`config.mk`:
```
export PLATFORM = sky130hd
export DESIGN_NAME = sc_stream_engine
export DESIGN_NICKNAME = d
export VERILOG_FILES = /design/src/rtl/sc_stream_engine.sv
export SDC_FILE = /design/constraint.sdc
export NUM_CORES = 1
export LEC_CHECK = 0
export CORE_ASPECT_RATIO = 1.1
export CORE_UTILIZATION = 50
export DETAILED_ROUTE_END_ITERATION = 7
export PLACE_DENSITY = 0.71
export SETUP_SLACK_MARGIN = 0.3
export SYNTH_ARGS = -nofsm -noshare
export SYNTH_HDL_FRONTEND = slang
export SYNTH_SLANG_ARGS = --single-unit
```
`constraint.sdc`:
```
create_clock -name clk -period 7.82 [get_ports clk]
set_input_delay 1.173 -clock clk [delete_from_list [all_inputs] [get_ports clk]]
set_output_delay 1.173 -clock clk [all_outputs]
set_load 0.03 [all_outputs]
```
`src/rtl/sc_stream_engine.sv`:
```
// sc_stream_engine: stream-cipher engine on the UART character path.
// It takes command characters from the receive side: L loads the key,
// E encrypts to hex pairs, D decrypts hex pairs and P reseeds the LFSR.
// Output goes to the transmit buffer through a ready/valid handshake,
// and rx_ready drops while a result is waiting to be sent.
module sc_stream_engine #(
   parameter int          KEY_NIBBLES   = 8,
   parameter logic [31:0] TAPS          = 32'h80200003,
   parameter logic [7:0]  NONPRINT_CHAR = 8'h2E
) (
   input  logic       clk,
   input  logic       rst,
   input  logic [7:0] rx_data,
   input  logic       rx_valid,
   output logic       rx_ready,
   output logic [7:0] tx_data,
   output logic       tx_valid,
   input  logic       tx_ready,
   output logic       print_buf,
   output logic       key_err,
   output logic [2:0] mode
);

   localparam int W  = 4 * KEY_NIBBLES;
   localparam int CW = $clog2(KEY_NIBBLES + 1);
   localparam logic [W+31:0] TAPS_X = {{W{1'b0}}, TAPS};
   localparam logic [W-1:0]  TAPS_W = TAPS_X[W-1:0];
   localparam logic [CW-1:0] LAST_NIB = CW'(KEY_NIBBLES - 1);
   localparam logic [7:0]    CR = 8'h0D;

   typedef enum logic [1:0] {S_IDLE, S_KEY, S_ENC, S_DEC} state_t;

   state_t         state_q, state_d;
   logic [W-1:0]   lfsr_q, lfsr_d;
   logic [W-1:0]   key_q, key_d;
   logic [W-1:0]   shadow_q, shadow_d;
   logic [CW-1:0]  cnt_q, cnt_d;
   logic [3:0]     nib_q, nib_d;
   logic           half_q, half_d;
   logic [7:0]     tx_data_q, tx_data_d;
   logic           tx_valid_q, tx_valid_d;
   logic           pend_q, pend_d;
   logic [7:0]     pend_data_q, pend_data_d;
   logic           print_buf_q, print_buf_d;
   logic           key_err_q, key_err_d;

   logic           acc;
   logic [W+7:0]   lfsr_ext;
   logic [7:0]     psr;
   logic [7:0]     xb;
   logic [W-1:0]   shadow_n;

   function automatic logic is_hex(input logic [7:0] c);
      return (c >= 8'h30 && c <= 8'h39) || (c >= 8'h41 && c <= 8'h46) ||
             (c >= 8'h61 && c <= 8'h66);
   endfunction

   function automatic logic [3:0] hex_val(input logic [7:0] c);
      // Letters A-F and a-f share the low nibble 1..6, so +9 covers both cases.
      return (c <= 8'h39) ? c[3:0] : (c[3:0] + 4'd9);
   endfunction

   function automatic logic [7:0] to_hex(input logic [3:0] n);
      return (n < 4'd10) ? (8'h30 + {4'h0, n}) : (8'h37 + {4'h0, n});
   endfunction

   function automatic logic is_print(input logic [7:0] c);
      return (c >= 8'h20) && (c <= 8'h7E);
   endfunction

   function automatic logic [W-1:0] lfsr_load(input logic [W-1:0] k);
      // An all-zero seed would lock the LFSR, so it is replaced with 1.
      return (k == '0) ? W'(1) : k;
   endfunction

   function automatic logic [W-1:0] lfsr_step(input logic [W-1:0] l);
      return {l[W-2:0], ^(l & TAPS_W)};
   endfunction

   // Zero-extend before taking the low byte so that narrow LFSRs still form an 8-bit keystream.
   assign lfsr_ext = {8'h00, lfsr_q};
   assign psr      = lfsr_ext[7:0];
   assign rx_ready = ~tx_valid_q;
   assign acc      = rx_valid & rx_ready;
   assign xb       = rx_data ^ psr;
   assign shadow_n = (shadow_q << 4) | W'(hex_val(rx_data));

   assign tx_data   = tx_data_q;
   assign tx_valid  = tx_valid_q;
   assign print_buf = print_buf_q;
   assign key_err   = key_err_q;

   // LED mode decodes the state; it is all-zero in IDLE.
   always_comb begin
      mode = 3'b000;
      case (state_q)
         S_KEY:   mode = 3'b001;
         S_ENC:   mode = 3'b010;
         S_DEC:   mode = 3'b100;
         default: mode = 3'b000;
      endcase
   end

   // Next-state logic: command FSM, key entry, cipher datapath and tx handshake.
   always_comb begin
      state_d     = state_q;
      lfsr_d      = lfsr_q;
      key_d       = key_q;
      shadow_d    = shadow_q;
      cnt_d       = cnt_q;
      nib_d       = nib_q;
      half_d      = half_q;
      tx_data_d   = tx_data_q;
      tx_valid_d  = tx_valid_q;
      pend_d      = pend_q;
      pend_data_d = pend_data_q;
      print_buf_d = 1'b0;
      key_err_d   = 1'b0;

      // Present the second hex digit after the first is taken; otherwise release the slot.
      if (tx_valid_q && tx_ready) begin
         if (pend_q) begin
            tx_data_d = pend_data_q;
            pend_d    = 1'b0;
         end else begin
            tx_valid_d = 1'b0;
         end
      end

      // acc implies tx_valid_q == 0, so a new result never collides with a transfer in flight.
      if (acc) begin
         case (state_q)
            S_IDLE: begin
               if (rx_data == 8'h4C) begin
                  state_d  = S_KEY;
                  cnt_d    = '0;
                  shadow_d = '0;
               end else if (rx_data == 8'h45) begin
                  state_d = S_ENC;
                  lfsr_d  = lfsr_load(key_q);
               end else if (rx_data == 8'h44) begin
                  state_d = S_DEC;
                  half_d  = 1'b0;
                  lfsr_d  = lfsr_load(key_q);
               end else if (rx_data == 8'h50) begin
                  lfsr_d = lfsr_load(key_q);
               end
            end
            S_KEY: begin
               if (is_hex(rx_data)) begin
                  shadow_d = shadow_n;
                  if (cnt_q == LAST_NIB) begin
                     key_d   = shadow_n;
                     lfsr_d  = lfsr_load(shadow_n);
                     state_d = S_IDLE;
                  end else begin
                     cnt_d = cnt_q + CW'(1);
                  end
               end else begin
                  key_err_d = 1'b1;
                  state_d   = S_IDLE;
               end
            end
            S_ENC: begin
               if (rx_data == CR) begin
                  print_buf_d = 1'b1;
                  state_d     = S_IDLE;
               end else if (is_print(rx_data)) begin
                  tx_data_d   = to_hex(xb[7:4]);
                  tx_valid_d  = 1'b1;
                  pend_d      = 1'b1;
                  pend_data_d = to_hex(xb[3:0]);
                  lfsr_d      = lfsr_step(lfsr_q);
               end
            end
            default: begin
               if (rx_data == CR) begin
                  print_buf_d = 1'b1;
                  half_d      = 1'b0;
                  state_d     = S_IDLE;
               end else if (is_hex(rx_data)) begin
                  if (!half_q) begin
                     nib_d  = hex_val(rx_data);
                     half_d = 1'b1;
                  end else begin
                     tx_data_d  = is_print({nib_q, hex_val(rx_data)} ^ psr) ?
                                  ({nib_q, hex_val(rx_data)} ^ psr) : NONPRINT_CHAR;
                     tx_valid_d = 1'b1;
                     pend_d     = 1'b0;
                     half_d     = 1'b0;
                     lfsr_d     = lfsr_step(lfsr_q);
                  end
               end
            end
         endcase
      end
   end

   // State register; every register, including the key, returns to its reset value.
   always_ff @(posedge clk) begin
      if (rst) begin
         state_q     <= S_IDLE;
         lfsr_q      <= W'(1);
         key_q       <= '0;
         shadow_q    <= '0;
         cnt_q       <= '0;
         nib_q       <= '0;
         half_q      <= 1'b0;
         tx_data_q   <= 8'h00;
         tx_valid_q  <= 1'b0;
         pend_q      <= 1'b0;
         pend_data_q <= 8'h00;
         print_buf_q <= 1'b0;
         key_err_q   <= 1'b0;
      end else begin
         state_q     <= state_d;
         lfsr_q      <= lfsr_d;
         key_q       <= key_d;
         shadow_q    <= shadow_d;
         cnt_q       <= cnt_d;
         nib_q       <= nib_d;
         half_q      <= half_d;
         tx_data_q   <= tx_data_d;
         tx_valid_q  <= tx_valid_d;
         pend_q      <= pend_d;
         pend_data_q <= pend_data_d;
         print_buf_q <= print_buf_d;
         key_err_q   <= key_err_d;
      end
   end

endmodule

```
==> results by group, run 1 <==
Final layout
  • Area of the multi-input gates: 0.00353 sq mm
  • Most common cell after layout, fill and taps aside: dfxtp_1
  • Ratio of cells with drive above 1 in the final layout: 7.51%
  • Final Non-Filler Cells: 913
  • Fillers: 1,125
  • P&R area growth vs syn: 14.7%
  • Post-Layout Inst Area: 0.00715 sq mm
  • Fin nets: roughly 770
  • Most frequent cells in the layout: dfxtp_1 (122), nor2_1 (99), nand2_1 (82)
  • # diodes: 0
  • Register Area: between 0.002 and 0.0025 sq mm

STA
  • Final min period: approximately 4.0 ns
  • Max-slew headroom: between 10% and 20%
  • Pins Over Slew Limit: 0
  • Setup WS post-layout: about 3.8 ns
  • Worst-Margin Slew: 1.26 ns
  • Unrepaired setup endpoints after global routing: false
  • Worst clock skew: roughly 0.0092 ns
  • Final TNS setup: 0 ns
  • Finish-stage setup viols: 0
  • Hold Vio Cnt, Final: 0
  • Period Utilization, post-route: 51.0%
  • Max Clk Rate: 251 MHz
  • Hold_ws: approximately 0.43 ns

Floorplanning
  • Initial Utilization: about 52%
  • Die width: roughly 110 microns
  • IO Pins: 27
  • Die height: 119 microns
  • Die ar.: 0.0129 sq mm
  • Row Count: 42
  • Core box area: between 0.01 and 0.015 sq mm

Critical path
  • Worst R2R Setup Slack: 4.61 ns
  • Crit Path Max Fanout: 28
  • Worst Path Required: ~8.1 ns
  • RR Endpoint: lfsr_q[12]
  • Reg2reg path depth: 9
  • Crit end category: register
  • R2R Path Start: state_q[0]
  • CP Data Arrival Time: 4.28 ns
  • Startpoint Class: input port
  • Critical path class: in2reg

CTS
  • Clock latency at the later pin of the worst-skew pair: about 0.43 ns
  • Worst-path clk slew: 0.06 ns
  • CTS sink count: 122
  • Setup bufs post-CTS: 0
  • Hold buffers post-CTS: 0
  • Max Root-Sink Buffers: 2
  • Clock Tree Root: clkbuf_16
  • Cts repair resizes: 0
  • Total CTS buffers: 17
  • CTS tree: done
  • H-tree levels: 4

Logic synthesis
  • Seq cells post-synth: 122
  • Ys flop type: dfxtp_1
  • Mapped cell area: 0.00624 sq mm
  • Post-synth EDFFs: 0
  • Post-synthesis sequential area ratio: 39.2%
  • Post-synth net total: between 700 and 800
  • Async S/R FF share, synth: 0%
  • Syn. warnings: 0
  • Syn Inst Count: 753
  • Synth cell types: 59
  • Avg Cell Area, Syn: 8.28 sq um

Place
  • Setup Slack @ Placement: 3.43 ns
  • Input/output buffers: 26
  • GP Congestion: 0.921
  • Placed Cells: approximately 880
  • Dpl hpwl: 10.5 mm
  • Placement Cell Area: 0.00651 sq mm

Hold path
  • Hold Crit Depth: 2
  • Hold Path Class: reg2reg
  • Hold endpoint: tx_data[7]
  • Hold Startpoint: tx_data[7]

Routing
  • Total Routed Length: 15.7 mm
  • ANT nets after route: 0
  • Vias per cell: just over 6
  • 1st-iter DRT viols: 531
  • Routed len/inst: 17.2 microns
  • # DRC: 0
  • Drt first pass iters: 5
  • Via count: 5,615

Power
  • LEAKAGE: 2.61 nW
  • Worst vdd ir: between 0.0002 and 0.00025 V
  • PD cells: about 220 mW/mm^2

Global route
  • Global route overflow: 0
  • Vias in the first global route: ~5,300
  • GRT Total Usage: 25.7%
  • First-pass GRT wire length: about 26 mm
  • Initial antenna violation count: 0
  • Largest net degree at the start of global routing: between 70 and 80

Run
  • Max-cap violation count: 0

Outcome
  • Status: finished clean
==> worst max-delay path, stage by stage <==
cell and delay [ns]:
clkdlybuf4s50_1 0.85, and4b_1 0.29, nor4_4 0.36, nand2_1 0.28, a21oi_2 0.99, mux2i_1 0.28, nor2_1 0.06
==> cell families (layout without fill, tap and decap cells) <==
family | after synthesis | after routing | share of synthesized area [%]
simple gates | 297 | 297 | 22.6
buf+inv | 69 | 75 | 4.35
xor+xnor | 24 | 24 | 3.37
mux | 45 | 45 | 7.24
compound gates | 185 | 185 | 21.1
flops | 122 | 122 | 39.2
fa+ha+maj | 11 | 11 | 2.21
==> cells in the mapped netlist, drive strengths merged (5+ instances only) <==
library cell | n | area [sq um]
nand2b | 5 | 31.3
a211oi | 6 | 45.0
clkbuf | 53 | 199
a21o | 7 | 52.6
dfxtp | 122 | 2440
o21ai | 18 | 90.1
nand2 | 82 | 308
mux2i | 44 | 440
a22oi | 31 | 233
nor2 | 100 | 375
nor4 | 16 | 115
a311oi | 32 | 280
xnor2 | 16 | 140
nand4 | 10 | 62.6
a31oi | 7 | 43.8
a21oi | 49 | 249
ha | 11 | 138
inv | 9 | 33.8
buf | 7 | 38.8
xor2 | 8 | 70.1
a221oi | 5 | 43.8
nand3 | 39 | 195
nor3 | 11 | 66.3
==> where the power goes <==
group	total, mW	internal [mW]	switching, mW
sequential	0.636	0.630	0.00606
clock	0.841	0.538	0.304
combinational	0.103	0.0368	0.0661
total	1.58	1.20	0.376
==> worst max path at each step <==
stage / start / to / slack, ns
final: rx_data[4] / shadow_q[1] / 3.83
after global routing: rx_data[0] / shadow_q[11] / 3.57
after CTS: rx_data[0] / shadow_q[1] / 3.86
after detailed placement: rx_data[0] / shadow_q[1] / 3.43
after global placement: rx_data[4] / shadow_q[1] / 3.53
after floorplan: rx_data[0] / tx_data[0] / 4.49
==> final cells by class <==
| cell class | count | area share [%] |
|---|---|---|
| Clock inverter | 15 | 2.97 |
| Multi-Input combinational cell | 562 | 49.3 |
| Tap cell | 154 | 2.69 |
| Sequential cell | 122 | 34.1 |
| Timing Repair Buffer | 34 | 4.44 |
| Clock buffer | 17 | 5.95 |
| Inverter | 9 | 0.472 |
==> per-stage QoR <==
stage          util (%)  total power [mW]
4_1_cts            59.2              1.59
6_report           59.2              1.58
2_1_floorplan         -             0.723
3_5_place_dp       53.9             0.751
3_3_place_gp       53.9             0.748
5_1_grt            59.2              1.63
==> metal layers <==
layer / part of all wire, % / global-route usage (%) / up-vias
met3: 4.5 / 4.87 / 33
li1: - / - / 2741
met2: 49 / 43.0 / 164
met5: 0 / 0 / -
met1: 43 / 31.6 / 2677
met4: 3.2 / 12.0 / 0
==> flip-flops by register name, summed over array words and instances (netlist names) <==
name / count
print_buf: 1
half_q: 1
pend_data_q: 7
tx_valid: 1
tx_data: 8
cnt_q: 4
pend_q: 1
key_q: 32
nib_q: 4
shadow_q: 28
lfsr_q: 32
key_err: 1
state_q: 2
(Power assumes the default switching activity.)
==> inputs of run 2 (changes only) <==
- PLACE_DENSITY: 0.71 -> 0.73
- clock period: 7.82 -> 3.66 ns (I/O delays scaled with it)
==> run 2 against run 1 <==
Net effect:
- power rose by 97%
- die area did not move
- final area rose by 0.24%
- core utilization rose by 0.15 points
- clock-buffer cell count rose by 6
- clock skew fell by 0.0033 ns
- cell count rose by 1.3%
- sequential power rose by 110%
- worst setup slack got worse by 3.1 ns
==> results by group, run 2 (same netlist as run 1, synthesis figures left out) <==
Critical path
  • Startpoint Class: input port
  • Buf/Inv on CP: 1
  • Critical path class: in2reg
  • CP delay by family, top: simple AND/OR/NAND/NOR gates
  • CP Data Arrival Time: 3.20 ns
  • Critical-path top delay cell: or4_1
  • Crit Path Max Fanout: 12
  • Slowest stage delay, CP: between 0.7 and 0.8 ns
  • Worst Path Required: approximately 3.9 ns
  • Cell Chain, Critical Path: clkdlybuf4s50_1 > and4b_1 > nor4_4 > nand2_1 > or4_1 > mux2i_1 > nor2_1
  • Crit end category: register

Global route
  • Initial antenna violation count: 0
  • First-pass GRT wire length: around 27 mm
  • Global route overflow: 0
  • Vias in the first global route: 5,427
  • Largest net degree at the start of global routing: 67
  • GRT Total Usage: 26.8%

Final layout
  • Most frequent cells in the layout: dfxtp_1 (122), nor2_1 (99), nand2_1 (82)
  • Post-Layout Inst Area: around 0.007 sq mm
  • Top flop regs: key_q (32), lfsr_q (32), shadow_q (28)
  • # diodes: 0
  • P&R area growth vs syn: 15.0%
  • Final Non-Filler Cells: around 900
  • Final Util: 59.3%
  • Fin nets: 781
  • Most common cell after layout, fill and taps aside: dfxtp_1
  • Ratio of cells with drive above 1 in the final layout: 8.43%

STA
  • Final TNS setup: 0 ns
  • Final min period: 2.93 ns
  • Max-slew headroom: 50.4%
  • Period Utilization, post-route: 80.1%
  • Worst-Margin Slew: 0.744 ns
  • Max Clk Rate: 341 MHz
  • Finish-stage setup viols: 0
  • Hold Vio Cnt, Final: 0
  • Setup WS post-layout: 0.730 ns
  • Unrepaired setup endpoints after global routing: false
  • Pins Over Slew Limit: 0
  • Worst clock skew: 0.00592 ns

Floorplanning
  • Die ar.: 0.0129 sq mm
  • Die width: 108 microns
  • Core box area: 0.0121 sq mm
  • Die height: 119 microns
  • Initial Utilization: 51.6%
  • IO Pins: 27
  • Row Count: 42

Hold path
  • Hold Path Class: reg2reg

Place
  • Input/output buffers: 26
  • Placement Cell Area: 0.00663 sq mm
  • Dpl hpwl: 11.3 mm
  • GP Congestion: about 0.87
  • Placed Cells: approximately 890
  • Setup Slack @ Placement: 0.352 ns

Routing
  • # DRC: 0
  • Total Routed Length: roughly 16 mm
  • ANT nets after route: 0
  • Via count: around 5,700
  • Vias per cell: 6.15
  • Drt first pass iters: 5
  • Routed len/inst: 17.8 microns
  • 1st-iter DRT viols: 328

Power
  • Worst vdd ir: roughly 0.00035 V
  • LEAKAGE: 2.64 nW
  • PD cells: 435 mW/mm^2

CTS
  • CTS sink count: 122
  • Setup bufs post-CTS: 0
  • Max Root-Sink Buffers: 2
  • H-tree levels: 4
  • Total CTS buffers: 17
  • CTS tree: done
  • Clock latency at the later pin of the worst-skew pair: approximately 0.41 ns
  • Clock Tree Root: clkbuf_16
  • Cts repair resizes: 0
  • Hold buffers post-CTS: 0
  • Worst-path clk slew: 0.05 ns

Outcome
  • Status: finished clean

Run
  • Max-cap violation count: 0
run 2: cell count changes in the layout (fill, tap and decap cells not counted):
cell and delta:
buf_12 +2, buf_4 +10, bufinv_16 -3, clkbuf_1 +4, clkbuf_8 +2, clkinv_2 +7
clkinv_4 -4, clkinvlp_4 -2, inv_6 -4
run 2: final timing paths:
path	start	end	slack (ns)	depth (start not counted)
setup reg to reg	state_q[0]	lfsr_q[29]	1.05	10
hold reg to reg	tx_data[7]	tx_data[7]	0.44	2
setup / recovery	rx_data[2]	nib_q[0]	0.73	7
hold / removal	tx_data[7]	tx_data[7]	0.44	2
run 2: stage by stage:
stage / hold WS [ns] / power (mW)
after global routing: 0.491 / 3.22
final: 0.435 / 3.12
after detailed placement: 0.423 / 1.61
after CTS: 0.435 / 3.14
after floorplan: 0.453 / 1.54
after global placement: 0.419 / 1.61
run 2: layout make-up:
cell class	count	area (sq um)
clock buffer	23	468
clock inverter	9	72.6
fill	1071	4920
inverter	9	33.8
multi-input combinational	562	3530
sequential	122	2440
tap	154	193
timing repair buffer	46	433
run 2: worst register-to-register path, cell delays in order (launching register included):
cell and delay, ns:
dfxtp_1 0.33, inv_1 0.10, ha_1 0.38, buf_4 0.45, nor2_1 0.10, nor2_1 0.09, a21oi_1 0.07, a2111oi_4 0.35
buf_12 0.30, nor2_1 0.09, a311oi_1 0.25
run 2: power by group:
part	internal [mW]	total (mW)	switching [mW]	leakage (nW)
registers	1.35	1.36	0.0141	0.985
clock network	0.958	1.53	0.571	0.270
logic	0.0840	0.229	0.146	1.39
total	2.39	3.12	0.731	2.64
run 2: layer usage:
| metal | up-vias | wire length [microns] | track usage, % |
|---|---|---|---|
| li1 | 2760 | - | - |
| met5 | - | 0 | 0 |
| met1 | 2724 | 7020 | 31.7 |
| met4 | 0 | 415 | 11.5 |
| met2 | 172 | 8340 | 46.6 |
| met3 | 31 | 685 | 4.93 |
